<file path="config.mk">
export PLATFORM = sky130hd
export DESIGN_NAME = mux4_arbiter_flat
export DESIGN_NICKNAME = d
export VERILOG_FILES = /design/src/rtl/mux4_arbiter_if.sv /design/src/rtl/mux4_arbiter.sv /design/src/flat_wrapper.sv
export SDC_FILE = /design/constraint.sdc
export NUM_CORES = 1
export LEC_CHECK = 0
export BUFFER_PORTS_ARGS = -buffer_cell sky130_fd_sc_hd__buf_2
export CAP_MARGIN = 20
export CORE_MARGIN = 2
export CORE_UTILIZATION = 40
export CTS_CLUSTER_SIZE = 16
export DETAILED_ROUTE_END_ITERATION = 16
export GPL_ROUTABILITY_DRIVEN = 0
export GPL_TIMING_DRIVEN = 0
export PLACE_DENSITY_LB_ADDON = 0.1
export SYNTH_ARGS = -nofsm -noshare
export SYNTH_HDL_FRONTEND = slang
export SYNTH_SLANG_ARGS = --single-unit
</file>
<file path="constraint.sdc">
create_clock -name clk -period 2.9 [get_ports clk]
set_input_delay 0.29 -clock clk [delete_from_list [all_inputs] [get_ports clk]]
set_output_delay 0.29 -clock clk [all_outputs]
set_load 0.1 [all_outputs]
</file>
<file path="src/rtl/mux4_arbiter_if.sv">
// mux4_arbiter_if: request/grant/select bundle between the four requesters
// and the round-robin arbiter that steers the shared 4:1 datapath mux.
//   master : requester side, drives req and observes the arbiter outputs
//   slave  : arbiter side, samples req and drives grant/selects/status
interface mux4_arbiter_if;
    logic [3:0] req;      // req[n] high: requester n wants the mux
    logic [3:0] grant;    // one-hot grant, zero when idle
    logic       s0;       // mux select LSB
    logic       s1;       // mux select MSB
    logic       busy;     // any grant active
    logic       preempt;  // grant ended by the hold limit (one-cycle pulse)

    modport master (
        output req,
        input  grant,
        input  s0,
        input  s1,
        input  busy,
        input  preempt
    );

    modport slave (
        input  req,
        output grant,
        output s0,
        output s1,
        output busy,
        output preempt
    );
endinterface : mux4_arbiter_if

</file>
<file path="src/rtl/mux4_arbiter.sv">
// mux4_arbiter: round-robin arbiter and select sequencer for the 4:1
// datapath mux. One requester owns the mux at a time; the grant is held
// until that requester drops its request, then the pointer moves one past
// the owner and arbitration restarts in the same cycle (no dead cycle).
//
// Optional feature: define MUX4_ARB_HOLD_LIMIT_EN to build the hold counter.
// With it, a grant that has lasted MAX_HOLD cycles is forcibly ended and
// preempt pulses for one cycle alongside the next grant. Without it, grants
// last until release and preempt is constant 0.
//
// All outputs are registered; reset is synchronous and active-high.
module mux4_arbiter #(
    parameter int MAX_HOLD = 8     // legal range 2..255
) (
    input  logic           clk,
    input  logic           rst,
    mux4_arbiter_if.slave  bus
);

    // Two-state controller encoding.
    localparam logic [0:0] ST_IDLE  = 1'b0;
    localparam logic [0:0] ST_GRANT = 1'b1;

    // An out-of-range MAX_HOLD elaborates this marker scope, which makes the
    // misconfiguration visible in the elaborated hierarchy.
    if ((MAX_HOLD < 2) || (MAX_HOLD > 255)) begin : g_max_hold_out_of_range
    end

    // Pick the first set request in priority order base, base+1, ... mod 4.
    // Only meaningful when vec is nonzero; returns base otherwise.
    function automatic logic [1:0] rr_pick(input logic [3:0] vec,
                                           input logic [1:0] base);
        logic [1:0] idx;
        logic       found;
        logic [1:0] win;
        win   = base;
        found = 1'b0;
        for (int i = 0; i < 4; i++) begin
            idx = base + 2'(i);
            if (!found && vec[idx]) begin
                win   = idx;
                found = 1'b1;
            end else begin
                win   = win;
            end
        end
        return win;
    endfunction

    // One-hot decode of a 2-bit mux index.
    function automatic logic [3:0] onehot4(input logic [1:0] idx);
        logic [3:0] vec;
        case (idx)
            2'd0:    vec = 4'b0001;
            2'd1:    vec = 4'b0010;
            2'd2:    vec = 4'b0100;
            2'd3:    vec = 4'b1000;
            default: vec = 4'b0000;
        endcase
        return vec;
    endfunction

    // Architectural state.
    logic [0:0] state_r;
    logic [1:0] ptr_r;       // highest-priority index for the next arbitration
    logic [1:0] cur_r;       // current (or last) owner of the mux

    // Registered outputs.
    logic [3:0] grant_r;
    logic [1:0] sel_r;
    logic       busy_r;
    logic       preempt_r;

    // Next-state values.
    logic [0:0] state_s;
    logic [1:0] ptr_s;
    logic [1:0] cur_s;
    logic [3:0] grant_s;
    logic [1:0] sel_s;
    logic       busy_s;
    logic       preempt_s;

    // Grant-ending conditions.
    logic       granted_s;   // controller currently in GRANT
    logic       release_s;   // owner dropped its request
    logic       limit_s;     // owner hit the hold limit while still requesting
    logic       rearb_s;     // grant ends this edge for either reason

`ifdef MUX4_ARB_HOLD_LIMIT_EN
    localparam logic [7:0] HOLD_LIMIT_C = 8'(MAX_HOLD);

    logic [7:0] hcnt_r;      // cycles the current grant has been held
    logic [7:0] hcnt_s;

    // Hold limit reached: owner is still requesting but must yield.
    always_comb begin
        if ((state_r == ST_GRANT) && bus.req[cur_r] && (hcnt_r == HOLD_LIMIT_C)) begin
            limit_s = 1'b1;
        end else begin
            limit_s = 1'b0;
        end
    end
`else
    // Hold limit compiled out: grants only end on release.
    always_comb begin
        limit_s = 1'b0;
    end
`endif

    // Classify the current cycle's grant condition.
    always_comb begin
        granted_s = (state_r == ST_GRANT);
        if (granted_s && !bus.req[cur_r]) begin
            release_s = 1'b1;
        end else begin
            release_s = 1'b0;
        end
        rearb_s = release_s | limit_s;
    end

    // Controller next state: arbitrate from IDLE, or re-arbitrate when the
    // current grant ends, using the pointer advanced past the old owner.
    always_comb begin
        state_s   = state_r;
        ptr_s     = ptr_r;
        cur_s     = cur_r;
        preempt_s = 1'b0;
`ifdef MUX4_ARB_HOLD_LIMIT_EN
        hcnt_s    = hcnt_r;
`endif
        case (state_r)
            ST_IDLE: begin
                if (bus.req != 4'b0000) begin
                    state_s = ST_GRANT;
                    cur_s   = rr_pick(bus.req, ptr_r);
`ifdef MUX4_ARB_HOLD_LIMIT_EN
                    hcnt_s  = 8'd1;
`endif
                end else begin
                    state_s = ST_IDLE;
                end
            end
            ST_GRANT: begin
                if (rearb_s) begin
                    ptr_s     = cur_r + 2'd1;
                    preempt_s = limit_s;
                    if (bus.req != 4'b0000) begin
                        state_s = ST_GRANT;
                        cur_s   = rr_pick(bus.req, cur_r + 2'd1);
`ifdef MUX4_ARB_HOLD_LIMIT_EN
                        hcnt_s  = 8'd1;
`endif
                    end else begin
                        state_s = ST_IDLE;
                    end
                end else begin
                    state_s = ST_GRANT;
`ifdef MUX4_ARB_HOLD_LIMIT_EN
                    hcnt_s  = hcnt_r + 8'd1;
`endif
                end
            end
            default: begin
                state_s = ST_IDLE;
                ptr_s   = 2'd0;
                cur_s   = 2'd0;
            end
        endcase
    end

    // Output decode from next state; selects hold the last owner in IDLE so
    // the mux output stays stable.
    always_comb begin
        if (state_s == ST_GRANT) begin
            grant_s = onehot4(cur_s);
            sel_s   = cur_s;
            busy_s  = 1'b1;
        end else begin
            grant_s = 4'b0000;
            sel_s   = sel_r;
            busy_s  = 1'b0;
        end
    end

    // Controller state and registered outputs.
    always_ff @(posedge clk) begin
        if (rst) begin
            state_r   <= ST_IDLE;
            ptr_r     <= 2'd0;
            cur_r     <= 2'd0;
            grant_r   <= 4'b0000;
            sel_r     <= 2'b00;
            busy_r    <= 1'b0;
            preempt_r <= 1'b0;
        end else begin
            state_r   <= state_s;
            ptr_r     <= ptr_s;
            cur_r     <= cur_s;
            grant_r   <= grant_s;
            sel_r     <= sel_s;
            busy_r    <= busy_s;
            preempt_r <= preempt_s;
        end
    end

`ifdef MUX4_ARB_HOLD_LIMIT_EN
    // Hold counter: restarts at 1 on each new grant, counts held cycles.
    always_ff @(posedge clk) begin
        if (rst) begin
            hcnt_r <= 8'd0;
        end else begin
            hcnt_r <= hcnt_s;
        end
    end
`endif

    assign bus.grant   = grant_r;
    assign bus.s1      = sel_r[1];
    assign bus.s0      = sel_r[0];
    assign bus.busy    = busy_r;
    assign bus.preempt = preempt_r;

endmodule : mux4_arbiter

</file>
<file path="src/flat_wrapper.sv">
// flat-port wrapper written by rule: the top's interface ports become plain ports
module mux4_arbiter_flat 
#(
    parameter int MAX_HOLD = 8                          
)
  (clk, rst, bus_req, bus_grant, bus_s0, bus_s1, bus_busy, bus_preempt);
  mux4_arbiter_if bus_i ();
  input  logic clk;
  input  logic rst;
  input wire logic [$bits(bus_i.req)-1:0] bus_req;
  output wire logic [$bits(bus_i.grant)-1:0] bus_grant;
  output wire logic [$bits(bus_i.s0)-1:0] bus_s0;
  output wire logic [$bits(bus_i.s1)-1:0] bus_s1;
  output wire logic [$bits(bus_i.busy)-1:0] bus_busy;
  output wire logic [$bits(bus_i.preempt)-1:0] bus_preempt;
  assign bus_i.req = bus_req;
  assign bus_grant = bus_i.grant;
  assign bus_s0 = bus_i.s0;
  assign bus_s1 = bus_i.s1;
  assign bus_busy = bus_i.busy;
  assign bus_preempt = bus_i.preempt;
  mux4_arbiter #(.MAX_HOLD(MAX_HOLD)) u_core (.clk(clk), .rst(rst), .bus(bus_i));
endmodule
</file>
* After elaboration in Yosys (flattened, before gate mapping)
Cells that the tools add are included.
** Operators by class
- $add $sub $neg :: 7
- $lt $le $gt $ge :: 9
- Equal/unequal tests :: 3
- Mux-type cells :: 55
- Bitwise logic cells :: 2
- Reductions and logical operators :: 18
** Operator list (count)
- 1-bit 2-to-1 mux :: 34
- 2-bit by 3-bit < comparator with 1-bit output (second input constant) :: 9
- 1-bit binary-select mux with 2-bit select :: 9
- 2-bit 2-to-1 mux :: 9
- 4-bit one-hot mux with 4 select lines :: 1
- 2-bit adder (second input constant) :: 4
- 1-bit logical AND :: 7
- 1-bit zero test :: 7
- 2-bit by 1-bit adder with 2-bit output (second input constant) :: 3
- 2-bit equality test (second input constant) :: 2
- 2-bit one-hot mux with 2 select lines :: 1
- 4-bit nonzero test :: 1
- 2-bit by 1-bit equality test with 1-bit output (second input constant) :: 1
- 2-bit zero test :: 1
- 1-bit NOT :: 2
- 1-bit one-hot mux with 2 select lines :: 1
- 2-bit AND reduction :: 1
- 2-bit OR reduction :: 1
** Storage, ports and cells
- Flip-flop bits (word level) :: 12
- Input port bits :: 6
- Output and inout bits :: 8
- Logic and storage cells :: 100

* Depth between registers and ports, before layout
Gate-level depths: netlist of the first run.
- Depth in word-level cells :: 27
- Depth in mapped cells :: 6
- Mapped depth without buffers :: 5

* Worst setup path after synthesis of the first run
No wires, ideal clock.
- Kind :: register to register
- Start point :: register u_core.bus.busy (netlist name)
- End point :: register u_core.grant_r[1] (netlist: u_core.bus.grant[1])
- Library setup time :: 0.116 ns
- Data arrival time :: 1.871 ns
- Required time :: 2.784 ns
- Setup slack :: 0.913 ns
- Stages on the path, launching flop included :: 6
- Path buffers :: 0
- Period minus slack after synthesis :: 1.987 ns
- Path through :: dfxtp_1 inv_1 a31oi_1 a21oi_1 o32ai_4 and3b_1
** RTL lines
- end signal, assigned :: RTL line mux4_arbiter.sv:199 : grant_r <= grant_s;
- end, declared :: RTL line mux4_arbiter.sv:69 : logic [3:0] grant_r;

* Final worst setup path of the first run
- Start point :: register u_core.cur_r[1]
- End point :: register u_core.grant_r[1] (netlist: u_core.bus.grant[1])
** Between the ends
- Cells in the longest elaborated chain, start to end :: 27
- Elaborated cells between the ends (all ways) :: 51
- Classes of those cells :: 4 x add/sub; 3 x eq/ne; 33 x mux; 1 x bitwise; 10 x reduce/logical
** Ends and longest elaborated chain
- start, declared :: RTL line mux4_arbiter.sv:66 : logic [1:0] cur_r;
- start signal, assigned :: RTL line mux4_arbiter.sv:198 : cur_r <= cur_s;
- 2-bit by 1-bit adder with 2-bit output :: RTL line mux4_arbiter.sv:149 : cur_s = rr_pick(bus.req, cur_r + 2'd1);
- 1-bit binary-select mux with 2-bit select :: RTL line mux4_arbiter.sv:40 : if (!found && vec[idx]) begin
- 1-bit 2-to-1 mux (not written as such) :: RTL line mux4_arbiter.sv:40
- 1-bit 2-to-1 mux :: RTL line mux4_arbiter.sv:40
- 1-bit 2-to-1 mux :: RTL line mux4_arbiter.sv:147 : if (bus.req != 4'b0000) begin
- 1-bit 2-to-1 mux :: RTL line mux4_arbiter.sv:144 : if (rearb_s) begin
- 1-bit 2-to-1 mux :: RTL line mux4_arbiter.sv:131 : case (state_r)
- 1-bit zero test :: RTL line mux4_arbiter.sv:40
- (+11 left out)
- 1-bit zero test :: RTL line mux4_arbiter.sv:40
- 1-bit logical AND :: RTL line mux4_arbiter.sv:40
- 2-bit 2-to-1 mux :: RTL line mux4_arbiter.sv:40
- 2-bit 2-to-1 mux :: RTL line mux4_arbiter.sv:147
- 2-bit 2-to-1 mux :: RTL line mux4_arbiter.sv:144
- 2-bit one-hot mux with 2 select lines :: RTL line mux4_arbiter.sv:131
- 2-bit equality test (tied with other cells) :: RTL line mux4_arbiter.sv:53 : case (idx)
- 4-bit one-hot mux with 4 select lines :: RTL line mux4_arbiter.sv:53
Parallel ways exist; a longest one is shown, timed or not. The select of a mux whose other input is x is not followed.
A chain may end at the register's enable or synchronous reset.

==> summary.txt, run 1 <==
Clock network
  – CTS sink count: 11
  – Root Buffer Master: clkbuf_4
  – Cts repair resizes: 0
  – Clk_lat worst skew: 0.27 ns
  – Post-CTS setup buffer count: 0
  – Clk buf depth: 2
  – H-tree lvl count: 1
  – Clk slew on worst S/H paths: 0.07 ns
  – Total CTS buffers: 3
  – Hold buffer count at CTS: 0
  – CTS tree: built

Cells and area
  – Nets: 94
  – Final Non-Filler Cells: 103
  – Layout cells sized above 1: 27.6%
  – Commonest non-fill, non-tap cell in the layout: buf_2
  – Synthesis-to-finish area growth: 14.9%
  – Fill cells: 146
  – Most frequent cells in the layout: buf_2, dfxtp_1, inv_1, o21ai_0, nor2_1
  – N_diodes: 0

Yosys
  – Number of synthesis warnings: 0
  – Post-Syn Area: 657 sq um
  – Synth Flop Type: dfxtp_1
  – Syn nets: 79
  – Sequential-to-total area share from yosys stat: 33.5%
  – Post-Syn Area per Cell: 9.00 sq um
  – Seq cells post-synth: 11
  – Post-synth cell types: 33
  – FFs w/ async S/R, synth: 0%
  – Number of synthesized flops with an enable pin: 0
  – Post-synthesis instance total: 73

Worst setup path
  – R2R Path End: u_core.bus.grant[1]
  – Reg2Reg Depth: 6
  – Setup CP Type: register to register
  – Critical path peak fanout: 10
  – WP depth: 6
  – Max stage delay on crit path: 0.31 ns
  – Critical Path RT: 3.12 ns
  – Worst setup path startpoint: u_core.cur_r[1]
  – R2r setup slk: 1.37 ns
  – Worst Setup Start Kind: register
  – Highest-delay cell along the critical path: dfxtp_1
  – Worst setup path end: u_core.bus.grant[1]
  – Critical Path AT: 1.75 ns
  – Critical-path cell list: buf_2 > nand2b_1 > a21o_2 > a21oi_1 > o32ai_4 > and3b_1
  – Buffers and inverters on the worst path: 1
  – Critical path's top delay family: compound AO/OA/AOI/OAI gates
  – CP Capture Type: register
  – FF-to-FF Start: u_core.cur_r[1]

Die
  – Initial Utilization: 43.1%
  – DIE HEIGHT: 44.5 microns
  – DIE WIDTH: 44.5 microns
  – Row count: 14
  – Ports: 14
  – Core area: 1520 sq um
  – Die area: 1980 sq um

Routing
  – Average wire per standard cell: 12.1 microns
  – # DRC: 0
  – Via/cell ratio: 5.34
  – Post-route ant nets: 0
  – DR iter-0 viols: 11
  – Vias post-DR: 550
  – DR pass1 iterations: 4
  – Post-Route WL: 1250 microns

STA
  – Max-slew headroom: 65.4%
  – Clock skew: 0.00817 ns
  – Crit path time final: 1.53 ns
  – F_max: 654 MHz
  – Final setup fails: 0
  – Unrepaired setup endpoints after global routing: no
  – Measured slew at the worst slew-check pin: 0.515 ns
  – Period utilization: 52.7%
  – Max-slew violations: 0
  – Endpoints failing hold: 0
  – Setup TNS: 0 ns

Pwr
  – Pwr Density: 583 nW/um^2
  – VDD IR max: 0.000261 V
  – Leak: 0.336 nW

Job
  – # Max-Cap Violations: 0

GRT
  – Global-route usage over all layers: 14.3%
  – Global route total overflow: 0
  – Pin count of the biggest net entering global routing: 11
  – Initial antenna violation count: 0
  – Vias in the first global route: 485
  – Global-route wire length before repair: 2100 microns

Placement
  – HPWL Detailed: 941 microns
  – Port Buf Inserts: 10
  – Inst Count DP: 99

Outcome
  – Status: finished, final reports clean

Hold path
  – Hold/Removal Path Class: input pin to register
## how the worst min path moves through the flow
stage / from / end / slack [ns] / depth (start not counted)
after floorplan: rst / u_core.cur_r[0] / 0.36 / 1
after global routing: rst / u_core.cur_r[0] / 0.26 / 2
after global placement: u_core.sel_r[1] / u_core.sel_r[1] / 0.46 / 2
after CTS: rst / u_core.cur_r[0] / 0.26 / 2
final: rst / u_core.cur_r[0] / 0.28 / 2
after detailed placement: u_core.sel_r[1] / u_core.sel_r[1] / 0.46 / 2
## logic make-up after synthesis
group,share of synthesized area [%]
buffers and inverters,8.95
AOI/OAI and AO/OA,26.7
other,0.571
xor gates and xnor gates,1.33
muxes,3.05
and+or+nand+nor,25.9
DFF,33.5
## registers in the layout, summed over array words and instances (netlist names)
name,flops
u_core.bus.busy,1
u_core.ptr_r,2
u_core.cur_r,2
u_core.sel_r,2
u_core.bus.grant,4
## metal layers
metal	wire [microns]	vias to the layer above	GRT usage, %
li1	-	283	-
met1	641	244	18.6
met2	530	20	21.7
met3	63	3	3.67
met4	14	0	7.27
met5	0	-	0
## where the power goes
part,internal [mW],switching (mW),total [mW]
combinational,0.0451,0.118,0.163
sequential,0.165,0.00724,0.173
clock,0.0511,0.0524,0.104
total,0.262,0.178,0.440
## metrics by stage
stage | cell area, sq um | power [mW] | setup slack, ns | hold WS, ns | utilization [%]
floorplan | 657 | 0.313 | 0.913 | 0.362 | -
global placement | 727 | 0.339 | 1.25 | 0.457 | 47.7
detailed placement | 727 | 0.340 | 1.25 | 0.462 | 47.7
CTS | 754 | 0.443 | 1.37 | 0.262 | 49.5
global route | 754 | 0.464 | 1.27 | 0.263 | 49.5
finish | 754 | 0.440 | 1.37 | 0.276 | 49.5
## synthesized netlist by cell type, drive strengths merged (2+ instances only)
cell type  count  area, sq um
a21oi          3         15.0
nor3b          2         15.0
nor3           2         10.0
o21ai          6         30.0
dfxtp         11          220
a31oi          2         12.5
nor2b          3         18.8
o211ai         3         22.5
mux2i          2         20.0
nand3b         2         15.0
nand2          3         11.3
buf            5         40.0
inv            5         18.8
a211oi         2         15.0
nor2           5         18.8
nand2b         4         32.5
## area by class of cell
type | instances | area (sq um) | area share (%)
sequential | 11 | 220 | 29.2
inverter | 5 | 18.8 | 2.49
clock buffer | 3 | 22.5 | 2.99
timing repair buffer | 10 | 50.0 | 6.63
buffer | 5 | 40.0 | 5.31
multi-input combinational | 52 | 378 | 50.1
tap | 16 | 20.0 | 2.65
clock inverter | 1 | 5.00 | 0.663
Note: power is estimated with default switching activity, not from simulation.
==> run 2, diff against run 1 <==
ABC_AREA = 1   (was default)
clock period = 1.4 ns   (was 2.9 ns; I/O delays follow)
==> run 2 against run 1 <==
Net effect:
- the run now ends with setup timing left
- power rose to 5.2 times the previous value
- combinational power rose to 9.8 times the previous value
- cell count up 95%
- die area up 29%
- register-to-register slack worse by 1.6 ns
- utilization up 8.6 points
- clock power up 100%
- sequential share of layout area down 9.1 points
- largest power group is now combinational logic
- highest routed layer unchanged
==> summary.txt, run 2 <==
Yosys
  – Number of synthesis warnings: 0 (unchanged)
  – Ranking of synthesized cells by area: nand2_1, dfxtp_1, nand3_1, inv_1, nand2_2
  – Top cells by count, synth: nand2_1, nand3_1, dfxtp_1, inv_1
  – Synth Flop Type: dfxtp_1
  – FFs w/ async S/R, synth: 0% (unchanged)
  – Post-synth cell types: 20 (-39%)
  – Post-synth top area share: 32.6% (-0.96 points)
  – Yosys top cell by area: nand2_1
  – Number of synthesized flops with an enable pin: 0 (unchanged)
  – Post-synthesis instance total: 153 (+110%)
  – Post-Syn Area: 865 sq um (+32%)
  – Syn nets: 159 (+100%)
  – Most numerous cell in the Yosys netlist: nand2_1
  – Seq cells post-synth: 11 (unchanged)
  – Post-Syn Area per Cell: 5.65 sq um (-37%)
  – Sequential-to-total area share from yosys stat: 25.5% (-8.1 points)

Job
  – # Max-Cap Violations: 0 (unchanged)

Die
  – Die area: 2550 sq um (+29%)
  – Initial Utilization: 43.2% (+0.084 points)
  – Ports: 14 (unchanged)
  – DIE HEIGHT: 50.5 microns (+13%)
  – DIE WIDTH: 50.5 microns (+13%)
  – Row count: 16 (+2)
  – Core area: 2000 sq um (+31%)

Worst setup path
  – FF-to-FF Start: u_core.ptr_r[0]
  – Setup CP Type: register to register
  – Most frequent CP cell: nand2_2
  – Critical Path RT: 1.57 ns (-1.55 ns)
  – Worst setup path startpoint: u_core.ptr_r[0]
  – Critical path's top delay family: simple AND/OR/NAND/NOR gates
  – Critical path peak fanout: 8 (-2)
  – Critical-path cell list: buf_8 > nand2_2 > nand2_2 > nand2_2 > nand2_4 > nor2_4 > nand2_2 > nand2_2 > nand2_1 > nand2_1 > nand3_2 > nand2_2 > nand2_2 > nand2_2 > nor2_2
  – Max stage delay on crit path: 0.36 ns (+0.05 ns)
  – Highest-delay cell along the critical path: dfxtp_4
  – CP Capture Type: register
  – Buffers and inverters on the worst path: 1 (unchanged)
  – Worst Setup Start Kind: register
  – Critical Path AT: 1.79 ns (+0.04 ns)

Routing
  – DR top layer: met4
  – Met2 wire len: 999 microns (+88%)
  – # DRC: 0 (unchanged)
  – Post-Route WL: 2070 microns (+65%)
  – Post-route ant nets: 0 (unchanged)
  – DR pass1 iterations: 4 (unchanged)
  – DR iter-0 viols: 17 (+6)
  – Average wire per standard cell: 10.3 microns (-15%)
  – M1 WL: 938 microns (+46%)
  – Via/cell ratio: 4.70 (-12%)
  – Routed wl met3: 77 microns (+22%)
  – Vias post-DR: 944 (+72%)

GRT
  – Global-route usage over all layers: 17.5% (+3.2 points)
  – Pin count of the biggest net entering global routing: 10 (-1)
  – Initial antenna violation count: 0 (unchanged)
  – Global-route wire length before repair: 3430 microns (+64%)
  – Global route total overflow: 0 (unchanged)
  – Vias in the first global route: 831 (+71%)

Hold path
  – Hold Path Origin: rst
  – Hold/Removal Path Class: input pin to register

Clock network
  – CTS sink count: 11 (unchanged)
  – CTS tree: built
  – Clk buf depth: 2 (unchanged)
  – Clk_lat worst skew: 0.27 ns (about the same)
  – Clk slew on worst S/H paths: 0.07 ns (about the same)
  – Hold buffer count at CTS: 0 (unchanged)
  – Total CTS buffers: 3 (unchanged)
  – H-tree lvl count: 1 (unchanged)
  – Root Buffer Master: clkbuf_4

Cells and area
  – Most frequent cells in the layout: nand2_1, nand2_2, buf_2, inv_1, nand3_1
  – N_diodes: 0 (unchanged)
  – Fill cells: 208 (+42%)
  – Final Non-Filler Cells: 201 (+95%)
  – Synthesis-to-finish area growth: 34.4%
  – Layout cells sized above 1: 46.6% (+19 points)
  – Max reg flops: 4 (unchanged)
  – Nets: 181 (+93%)
  – Commonest non-fill, non-tap cell in the layout: nand2_1
  – Final core occ: 58.1% (+8.6 points)

STA
  – Max-slew violations: 0 (unchanged)
  – Setup TNS: -1.38 ns (-1.38 ns)
  – Setup ws final: -0.219 ns (-1.59 ns)
  – Unrepaired setup endpoints after global routing: yes
  – Final setup fails: 8 (+8)
  – F_max: 618 MHz (-5.6%)
  – Clock skew: 0.00180 ns (-0.00637 ns)
  – Crit path time final: 1.62 ns (+0.0899 ns)
  – Period utilization: 116% (+63 points)
  – Endpoints failing hold: 0 (unchanged)

Pwr
  – Leak: 0.632 nW (+88%)
  – Pwr Density: 1950 nW/um^2 (+240%)
  – VDD IR max: 0.00123 V (+370%)

Placement
  – Inst Count DP: 192 (+94%)
  – Port Buf Inserts: 12 (+2)
  – HPWL Detailed: 1490 microns (+59%)

Outcome
  – Status: complete, but fails checks
  – Failing checks: setup timing
==> run 2: final cells by class <==
| class | count | area (sq um) | area share, % |
|---|---|---|---|
| multi-input combinational | 120 | 653 | 56.2 |
| inverter | 19 | 83.8 | 7.21 |
| buffer | 3 | 33.8 | 2.91 |
| tap | 27 | 33.8 | 2.91 |
| timing repair buffer | 17 | 97.6 | 8.40 |
| sequential | 11 | 234 | 20.1 |
| clock buffer | 4 | 26.3 | 2.26 |
==> run 2: worst paths after layout <==
path | end | slack, ns | cells after the start
hold reg to reg | u_core.sel_r[0] | 0.48 | 2
hold / removal | u_core.sel_r[0] | 0.1 | 2
setup reg to reg | u_core.bus.grant[3] | -0.22 | 15
setup / recovery | u_core.bus.grant[3] | -0.22 | 15
==> run 2: cell families after synthesis <==
group / Yosys count / synth area share, %
AOI/OAI and AO/OA: 10 / 6.22
and+or+nand+nor: 109 / 56.3
other: 1 / 0.434
buffers and inverters: 22 / 11.6
DFF: 11 / 25.5
==> run 2: repair_timing <==
item | CTS | global route
gates resized for setup | 25 | 18
endpoints found under the setup margin | 8 | 9
pin swaps | 18 | 12
buffers inserted | 4 | 1
==> run 2: report_power, final <==
group / internal, mW / switching (mW) / total (mW) / leakage [nW]
Sequential: 0.407 / 0.0616 / 0.469 / 0.0932
Combinational: 0.459 / 1.13 / 1.59 / 0.524
Clock: 0.110 / 0.101 / 0.211 / 0.0150
==> run 2: metal layers <==
metal / up-vias / global-route usage, %
li1: 515 / -
met5: - / 0
met4: 0 / 5.41
met2: 21 / 28.9
met1: 402 / 21.8
met3: 6 / 5.36
==> run 2: metrics by stage <==
step / power, mW / worst slack (ns) / hold WS, ns / area (sq um)
after global placement: 1.79 / -0.207 / 0.379 / 976
after detailed placement: 1.81 / -0.231 / 0.380 / 976
final: 2.27 / -0.219 / 0.0977 / 1160
after global routing: 2.47 / -0.357 / 0.102 / 1160
after CTS: 2.18 / -0.171 / 0.0807 / 1100
after floorplan: 1.61 / -0.0203 / 0.209 / 882
